<file path="src/rtl/oai21_stream_stage_if.sv">
// Handshake and data bundle for oai21_stream_stage.
// The upstream side (in_*) and the downstream side (out_*) share one bundle.
// slave  : the stage itself.
// master : the environment that feeds and drains the stage.
interface oai21_stream_stage_if #(
  parameter int WIDTH = 8
);
  logic             in_valid;
  logic             in_ready;
  logic [WIDTH-1:0] in_a;
  logic [WIDTH-1:0] in_b;
  logic [WIDTH-1:0] in_c;
  logic             out_valid;
  logic             out_ready;
  logic [WIDTH-1:0] out_y;

  modport master (
    output in_valid, in_a, in_b, in_c, out_ready,
    input  in_ready, out_valid, out_y
  );

  modport slave (
    input  in_valid, in_a, in_b, in_c, out_ready,
    output in_ready, out_valid, out_y
  );
endinterface

</file>
<file path="src/rtl/oai21_stream_stage.sv">
// Registered, handshaked bitwise OAI21 stage: y = ~((a | b) & c).
// One output register plus one skid register.  This sustains one beat per
// clock while in_ready stays registered, so it never depends on out_ready
// within the same cycle.
// Optional statistics counters are enabled by defining OAI_STATS_EN.
// Without that macro, stat_beats and stat_zero are tied to zero.
module oai21_stream_stage #(
  parameter int WIDTH = 8,
  parameter int CNT_W = 16
) (
  input  logic                  clk,
  input  logic                  rst,
  oai21_stream_stage_if.slave   bus,
  output logic [CNT_W-1:0]      stat_beats,
  output logic [CNT_W-1:0]      stat_zero
);

  logic             out_valid_q, out_valid_d;
  logic [WIDTH-1:0] out_y_q,     out_y_d;
  logic             skid_valid_q, skid_valid_d;
  logic [WIDTH-1:0] skid_y_q,    skid_y_d;
  logic             in_ready_q,  in_ready_d;

  logic             in_fire;
  logic [WIDTH-1:0] oai_y;

  // in_ready_q comes out of reset high.  It is masked while rst is asserted,
  // so the stage refuses beats during reset and accepts one on the first
  // cycle after release.
  assign bus.in_ready  = in_ready_q & ~rst;
  assign bus.out_valid = out_valid_q;
  assign bus.out_y     = out_y_q;

  assign in_fire = bus.in_valid & bus.in_ready;
  assign oai_y   = ~((bus.in_a | bus.in_b) & bus.in_c);

  // Next-state selection for the output and skid registers.
  always_comb begin
    out_valid_d  = out_valid_q;
    out_y_d      = out_y_q;
    skid_valid_d = skid_valid_q;
    skid_y_d     = skid_y_q;
    if (!out_valid_q || bus.out_ready) begin
      // The output slot is free, or it empties at this edge.
      if (skid_valid_q) begin
        out_valid_d  = 1'b1;
        out_y_d      = skid_y_q;
        skid_valid_d = in_fire;
        if (in_fire) begin
          skid_y_d = oai_y;
        end
      end else begin
        out_valid_d = in_fire;
        if (in_fire) begin
          out_y_d = oai_y;
        end
      end
    end else if (in_fire) begin
      // The output is stalled, so the incoming beat parks in the skid register.
      skid_valid_d = 1'b1;
      skid_y_d     = oai_y;
    end
    in_ready_d = ~skid_valid_d;
  end

  // State registers, cleared on synchronous reset.  Held beats are discarded.
  always_ff @(posedge clk) begin
    if (rst) begin
      out_valid_q  <= 1'b0;
      out_y_q      <= '0;
      skid_valid_q <= 1'b0;
      skid_y_q     <= '0;
      in_ready_q   <= 1'b1;
    end else begin
      out_valid_q  <= out_valid_d;
      out_y_q      <= out_y_d;
      skid_valid_q <= skid_valid_d;
      skid_y_q     <= skid_y_d;
      in_ready_q   <= in_ready_d;
    end
  end

`ifdef OAI_STATS_EN
  logic             out_fire;
  logic [CNT_W-1:0] stat_beats_q;
  logic [CNT_W-1:0] stat_zero_q;

  assign out_fire   = out_valid_q & bus.out_ready;
  assign stat_beats = stat_beats_q;
  assign stat_zero  = stat_zero_q;

  // Count output transfers, and those that carry an all-zero result.
  // Both counters wrap naturally.
  always_ff @(posedge clk) begin
    if (rst) begin
      stat_beats_q <= '0;
      stat_zero_q  <= '0;
    end else if (out_fire) begin
      stat_beats_q <= stat_beats_q + 1'b1;
      if (out_y_q == '0) begin
        stat_zero_q <= stat_zero_q + 1'b1;
      end
    end
  end
`else
  assign stat_beats = '0;
  assign stat_zero  = '0;
`endif

endmodule

</file>
<file path="src/flat_wrapper.sv">
// flat-port wrapper written by rule: the top's interface ports become plain ports
module oai21_stream_stage_flat 
#(
  parameter int WIDTH = 8,
  parameter int CNT_W = 16
)
  (clk, rst, stat_beats, stat_zero, bus_in_valid, bus_in_a, bus_in_b, bus_in_c, bus_out_ready, bus_in_ready, bus_out_valid, bus_out_y);
  oai21_stream_stage_if #(.WIDTH(WIDTH)) bus_i ();
  input  logic clk;
  input  logic rst;
  output logic [CNT_W-1:0] stat_beats;
  output logic [CNT_W-1:0] stat_zero;
  input wire logic [$bits(bus_i.in_valid)-1:0] bus_in_valid;
  input wire logic [$bits(bus_i.in_a)-1:0] bus_in_a;
  input wire logic [$bits(bus_i.in_b)-1:0] bus_in_b;
  input wire logic [$bits(bus_i.in_c)-1:0] bus_in_c;
  input wire logic [$bits(bus_i.out_ready)-1:0] bus_out_ready;
  output wire logic [$bits(bus_i.in_ready)-1:0] bus_in_ready;
  output wire logic [$bits(bus_i.out_valid)-1:0] bus_out_valid;
  output wire logic [$bits(bus_i.out_y)-1:0] bus_out_y;
  assign bus_i.in_valid = bus_in_valid;
  assign bus_i.in_a = bus_in_a;
  assign bus_i.in_b = bus_in_b;
  assign bus_i.in_c = bus_in_c;
  assign bus_i.out_ready = bus_out_ready;
  assign bus_in_ready = bus_i.in_ready;
  assign bus_out_valid = bus_i.out_valid;
  assign bus_out_y = bus_i.out_y;
  oai21_stream_stage #(.WIDTH(WIDTH), .CNT_W(CNT_W)) u_core (.clk(clk), .rst(rst), .bus(bus_i), .stat_beats(stat_beats), .stat_zero(stat_zero));
endmodule
</file>
<file path="config.mk">
export PLATFORM = sky130hd
export DESIGN_NAME = oai21_stream_stage_flat
export DESIGN_NICKNAME = d
export VERILOG_FILES = /design/src/rtl/oai21_stream_stage_if.sv /design/src/rtl/oai21_stream_stage.sv /design/src/flat_wrapper.sv
export SDC_FILE = /design/constraint.sdc
export NUM_CORES = 1
export LEC_CHECK = 0
export BUFFER_PORTS_ARGS = -buffer_cell sky130_fd_sc_hd__buf_2
export CORE_MARGIN = 2
export CORE_UTILIZATION = 40
export CTS_BUF_LIST = sky130_fd_sc_hd__clkbuf_8
export DETAILED_ROUTE_END_ITERATION = 7
export GPL_TIMING_DRIVEN = 0
export PLACE_DENSITY = 0.9
export SYNTH_ARGS = -nofsm -noshare
export SYNTH_HDL_FRONTEND = slang
export SYNTH_SLANG_ARGS = --single-unit
</file>
<file path="constraint.sdc">
create_clock -name clk -period 1.4 [get_ports clk]
set_clock_uncertainty 0.15 [all_clocks]
set_input_delay 0.14 -clock clk [delete_from_list [all_inputs] [get_ports clk]]
set_output_delay 0.14 -clock clk [all_outputs]
set_load 0.005 [all_outputs]
</file>
==> impl_metrics.yaml, run 1 <==
floorplan:
  die_w_um: 57.9
  num_rows: 19
  die_h_um: 57.9
  dieArea_um2: 3360
  core_area_um2: 2760
  initial_core_util_pct: 42.2
  num_io_pins: 70
synthesis:
  ys_seq_area_share_pct: 32.7
  yosysWarningCount: 0
  postSynthCellCount: 124
  syn_avg_cell_area_um2: 9.38
  ys_ff_latch: 19
  netlist_area_um2: 1160
  ys_types: 24
setup_path:
  max_stage_delay_ns: 0.32
  end_kind: "register"
  regToRegSetupSlack_ns: 0.03
  worstPathCellList: "and2b_4, o21ai_4, buf_6, mux2_2"
  slowest_stage: "mux2_2"
  crit_type: "register to register"
  startpoint_type: "register"
  critPathRequiredTime_ns: 1.40
  arrival_ns: 1.37
  crit_fanout: 4
finish:
  fin_nets: 229
  num_antenna_cells: 0
  stdcell_area_um2: 1590
  layout_commonest_cell: "buf_2"
  drive_above_1_share_pct: 49.0
  final_cell_mix: "38 x buf_2, 35 x buf_4, 32 x conb_1"
  synthToLayoutAreaGrowth_pct: 36.6
  fillers: 256
timing:
  min_period_ns: 1.37
  min_period_over_period_pct: 98.1
  hold_violations: 0
  slew_viol_final: 0
  setup_viol_count_final: 0
  fmax_mhz: 728
  setup_tns_ns: 0
  rsz0062_at_grt: "true"
drt:
  route.detailed.drc: 0
  wl_per_cell_um: 9.57
  vias_per_cell: 4.13
  ant_nets: 0
  finalWirelength_mm: 2.21
  num_vias: 954
  dr.pass1.iters: 3
  drt_iter0_drc: 3
clock_network:
  numCtsBuffers: 3
  cts-root-buf: "clkbuf_8"
  cts.sinks: 19
  cts_buffer_depth: 2
  cts_tree: "done"
  clk_latency_ns: 0.26
  h-tree-depth: 1
  clk_pin_slew_ns: 0.07
global_routing:
  antenna_found_initial: 0
  grt_pass1_vias: 804
  grt_max_degree: 11
  grt_use_total_pct: 13.2
  gr-total-overflow: 0
  grt_first_pass_wirelength_mm: 3.44
power_and_ir_drop:
  fin_total_pwr_mw: 1.22
  power.density_nw_per_um2: 767
  leakage_nw: 0.886
  peakVddDrop_mv: 0.653
placement:
  gp_congestion: 0.734
  port_buffers: 37
  placed_cell_area_um2: 1500
flow_run:
  maxCapViolCount: 0
worst_hold_path:
  hold_path.class: "primary input to register"
outcome:
  status: "finished, final reports clean"
-- routing by layer --
metal  global-route usage (%)  up-vias  routed length (um)
met5                        0        -                   0
met2                     24.5       38                1140
met1                     14.7      413                 861
met3                     3.35        2                 183
met4                     3.99        0                  21
li1                         -      501                   -
-- worst max-delay path: cells and delay by family, from the launching register on --
family	cells	cell delay, ns
AND/OR/NAND/NOR	1	0.18
multiplexers	1	0.32
AO/OA/AOI/OAI	1	0.16
flip-flops	1	0.31
buffers and inverters	1	0.14
-- final cells by class --
cell class                 count  area [um^2]  share of cell area, %
clock inverter                 1         3.75                  0.236
timing repair buffer          41          225                   14.2
tap                           31         38.8                   2.44
inverter                       1         3.75                  0.236
sequential                    19          380                   23.9
multi-input combinational     98          619                   39.0
buffer                        37          277                   17.4
clock buffer                   3         41.3                   2.60
-- cell usage after synthesis, drive strengths merged --
| cell type | instances | share of area [%] |
|---|---|---|
| nand2 | 9 | 2.9 |
| nand2b | 8 | 4.3 |
| and2b | 9 | 6.6 |
| o21ai | 9 | 4.8 |
| inv | 1 | 0.32 |
| a21oi | 1 | 0.43 |
| mux2i | 8 | 6.9 |
| conb | 1 | 0.32 |
| a21o | 1 | 0.75 |
| o211ai | 8 | 5.2 |
| and3b | 1 | 0.86 |
| buf | 36 | 23 |
| a211oi | 1 | 0.65 |
| mux2 | 8 | 7.7 |
| clkbuf | 1 | 0.43 |
| nor2b | 1 | 0.54 |
| nor2 | 1 | 0.32 |
| dfxtp | 19 | 33 |
| o21bai | 1 | 0.97 |
-- state kept, by name, summed over array words and instances, names as in the netlist --
register,cells
u_core.bus.out_y,8
u_core.skid_y_q,8
u_core.bus.out_valid,1
u_core.in_ready_q,1
u_core.skid_valid_q,1
-- power breakdown --
group	total, mW	internal (mW)	switching [mW]
logic	0.258	0.154	0.105
clock network	0.380	0.195	0.185
registers	0.581	0.569	0.0119
total	1.22	0.917	0.301
-- worst paths after layout --
| path | end | cells past startpoint | start |
|---|---|---|---|
| max | u_core.skid_y_q[3] | 4 | u_core.bus.out_valid |
| min | u_core.skid_y_q[0] | 3 | bus_in_c[0] |
| max reg2reg | u_core.skid_y_q[3] | 4 | u_core.bus.out_valid |
| min reg2reg | u_core.bus.out_y[4] | 2 | u_core.bus.out_y[4] |
-- through the flow --
stage	hold WS (ns)	std cells	setup slack [ns]	utilization (%)
final	0.0972	231	0.0270	57.6
after global routing	0.118	231	-0.00167	57.6
after CTS	0.101	231	0.00652	57.4
after detailed placement	0.258	223	-0.0421	54.5
after global placement	0.234	223	0.00834	54.5
after floorplan	0.138	155	0.0616	-
-- logic make-up after synthesis --
| logic type | count (synthesis) | share of synthesized area (%) |
|---|---|---|
| AO/OA/AOI/OAI | 21 | 12.8 |
| multiplexers | 16 | 14.6 |
| AND/OR/NAND/NOR | 29 | 15.5 |
| buffers and inverters | 38 | 24.1 |
| other | 1 | 0.322 |
| flip-flops | 19 | 32.7 |
-- repair_timing --
item	in CTS	in global routing
hold endpoints to repair	1	0
pin swaps	1	2
setup buffers	3	0
endpoints found under the setup margin	8	7
gates resized for setup	0	2
hold buffers	1	0
Note: power is estimated with default switching activity, not from simulation.
==> inputs of run 2 (changes only) <==
Settings changed: ABC_AREA set to 0, CORE_ASPECT_RATIO set to 1.4.
==> impl_metrics.yaml, run 2 (same netlist as run 1, synthesis figures left out) <==
outcome:
  status: "finished with violations"
  violations: "hold timing, setup timing"
finish:
  fin_nets: 229
  layout_commonest_cell: "buf_2"
  synthToLayoutAreaGrowth_pct: 40.5
  final_cell_mix: "38 x buf_2, 36 x buf_4, 32 x conb_1"
  drive_above_1_share_pct: 51.0
  num_antenna_cells: 0
  final_cells: 237
  final_core_util_pct: 58.0
  fillers: 260
drt:
  vias_per_cell: 4.04
  ant_nets: 0
  wl_per_cell_um: 9.17
  num_vias: 957
  route.detailed.drc: 0
  dr.pass1.iters: 3
  finalWirelength_mm: 2.17
  drt_iter0_drc: 14
setup_path:
  startpoint_type: "register"
  critPathRequiredTime_ns: 1.40
  max_stage_delay_ns: 0.33
  reg2reg_to: "u_core.skid_y_q[2]"
  crit_type: "register to register"
  end_kind: "register"
  critPathBufInv: 1
  regToRegSetupSlack_ns: -0.0005
  r2r_start: "u_core.bus.out_valid"
  arrival_ns: 1.40
  crit_fanout: 5
  worstPathCellList: "and2b_4, o21ai_4, buf_12, mux2_2"
  critPathTopFamily: "multiplexers"
  slowest_stage: "mux2_2"
  cp-startpoint: "u_core.bus.out_valid"
  worstRegToRegCells: 4
clock_network:
  numCtsBuffers: 3
  cts.sinks: 19
  cts_buffer_depth: 2
  h-tree-depth: 1
  postCtsHoldBufs: 0
  cts-root-buf: "clkbuf_8"
  cts_tree: "done"
  clk_latency_ns: 0.25
  clk_pin_slew_ns: 0.07
global_routing:
  grt_pass1_vias: 794
  grt_max_degree: 12
  gr-total-overflow: 0
  antenna_found_initial: 0
  grt_first_pass_wirelength_mm: 3.23
  grt_use_total_pct: 12.8
worst_hold_path:
  holdPathEnd: "u_core.bus.out_valid"
  hold_path.class: "primary input to register"
  min_from: "bus_in_valid"
  holdPathStages: 3
timing:
  slew_viol_final: 0
  min_period_over_period_pct: 100
  fmax_mhz: 714
  layout_setup_ws_ns: -0.000522
  setup_tns_ns: -0.000522
  setup_viol_count_final: 1
  rsz0062_at_grt: "true"
  timing.hold.ws_ns: -0.00545
  min_period_ns: 1.40
  hold_violations: 1
floorplan:
  initial_core_util_pct: 41.3
  dieArea_um2: 3360
  die_h_um: 67.8
  core_area_um2: 2820
  num_rows: 23
  num_io_pins: 70
  die_w_um: 49.6
power_and_ir_drop:
  fin_total_pwr_mw: 1.22
  peakVddDrop_mv: 0.385
  power.density_nw_per_um2: 745
  leakage_nw: 0.912
placement:
  gp_congestion: 0.706
  port_buffers: 37
  placed_cells_incl_taps: 229
  dp_slack_ns: -0.0330
  place_hpwl_mm: 1.68
flow_run:
  maxCapViolCount: 0
run 2: repair_timing:
action,in CTS,in global routing
cloned,0,1
pin swaps,1,2
gates resized for setup,0,6
setup buffers,2,1
endpoints found under the setup margin,8,8
endpoints found under the hold margin,0,0
run 2: worst max-delay path by stage:
stage | depth (start not counted) | to | slack [ns]
2_1_floorplan | 3 | u_core.skid_y_q[0] | 0.06
3_3_place_gp | 3 | u_core.skid_y_q[1] | -0.00008
3_5_place_dp | 3 | u_core.skid_y_q[5] | -0.03
4_1_cts | 4 | u_core.skid_y_q[5] | 0.02
5_1_grt | 4 | u_core.skid_y_q[1] | -0.03
6_report | 4 | u_core.skid_y_q[2] | -0.0005
run 2: final cells by class:
cell class	count	area [um^2]	area share, %
Timing Repair Buffer	41	245	15.0
Clock buffer	3	41.3	2.52
Buffer	37	277	16.9
Tap cell	37	46.3	2.83
Clock inverter	1	5.00	0.306
Inverter	1	3.75	0.230
Sequential cell	19	383	23.4
Multi-Input combinational cell	98	634	38.8
run 2: metrics by stage:
step / hold slack, ns / instance area [um^2]
CTS: 0.00535 / 1590
detailed placement: 0.265 / 1510
floorplan: 0.138 / 1280
global route: 0.0363 / 1640
global placement: 0.260 / 1510
finish: -0.00545 / 1640
run 2: power by group:
group	total (mW)	switching, mW	internal [mW]
sequential	0.581	0.0116	0.569
clock	0.376	0.178	0.198
combinational	0.262	0.103	0.159
total	1.22	0.293	0.926
run 2: per-layer routing:
| layer | routed length [um] | track usage (%) |
|---|---|---|
| met1 | 783 | 11.9 |
| met2 | 1180 | 25.5 |
| met3 | 146 | 1.31 |
| met4 | 60 | 9.38 |
| met5 | 0 | 0 |
run 2: worst reg2reg max path: stages, from the launching register on:
cell and delay (ns):
dfxtp_2 0.32, and2b_4 0.17, o21ai_4 0.19, buf_12 0.15, mux2_2 0.33
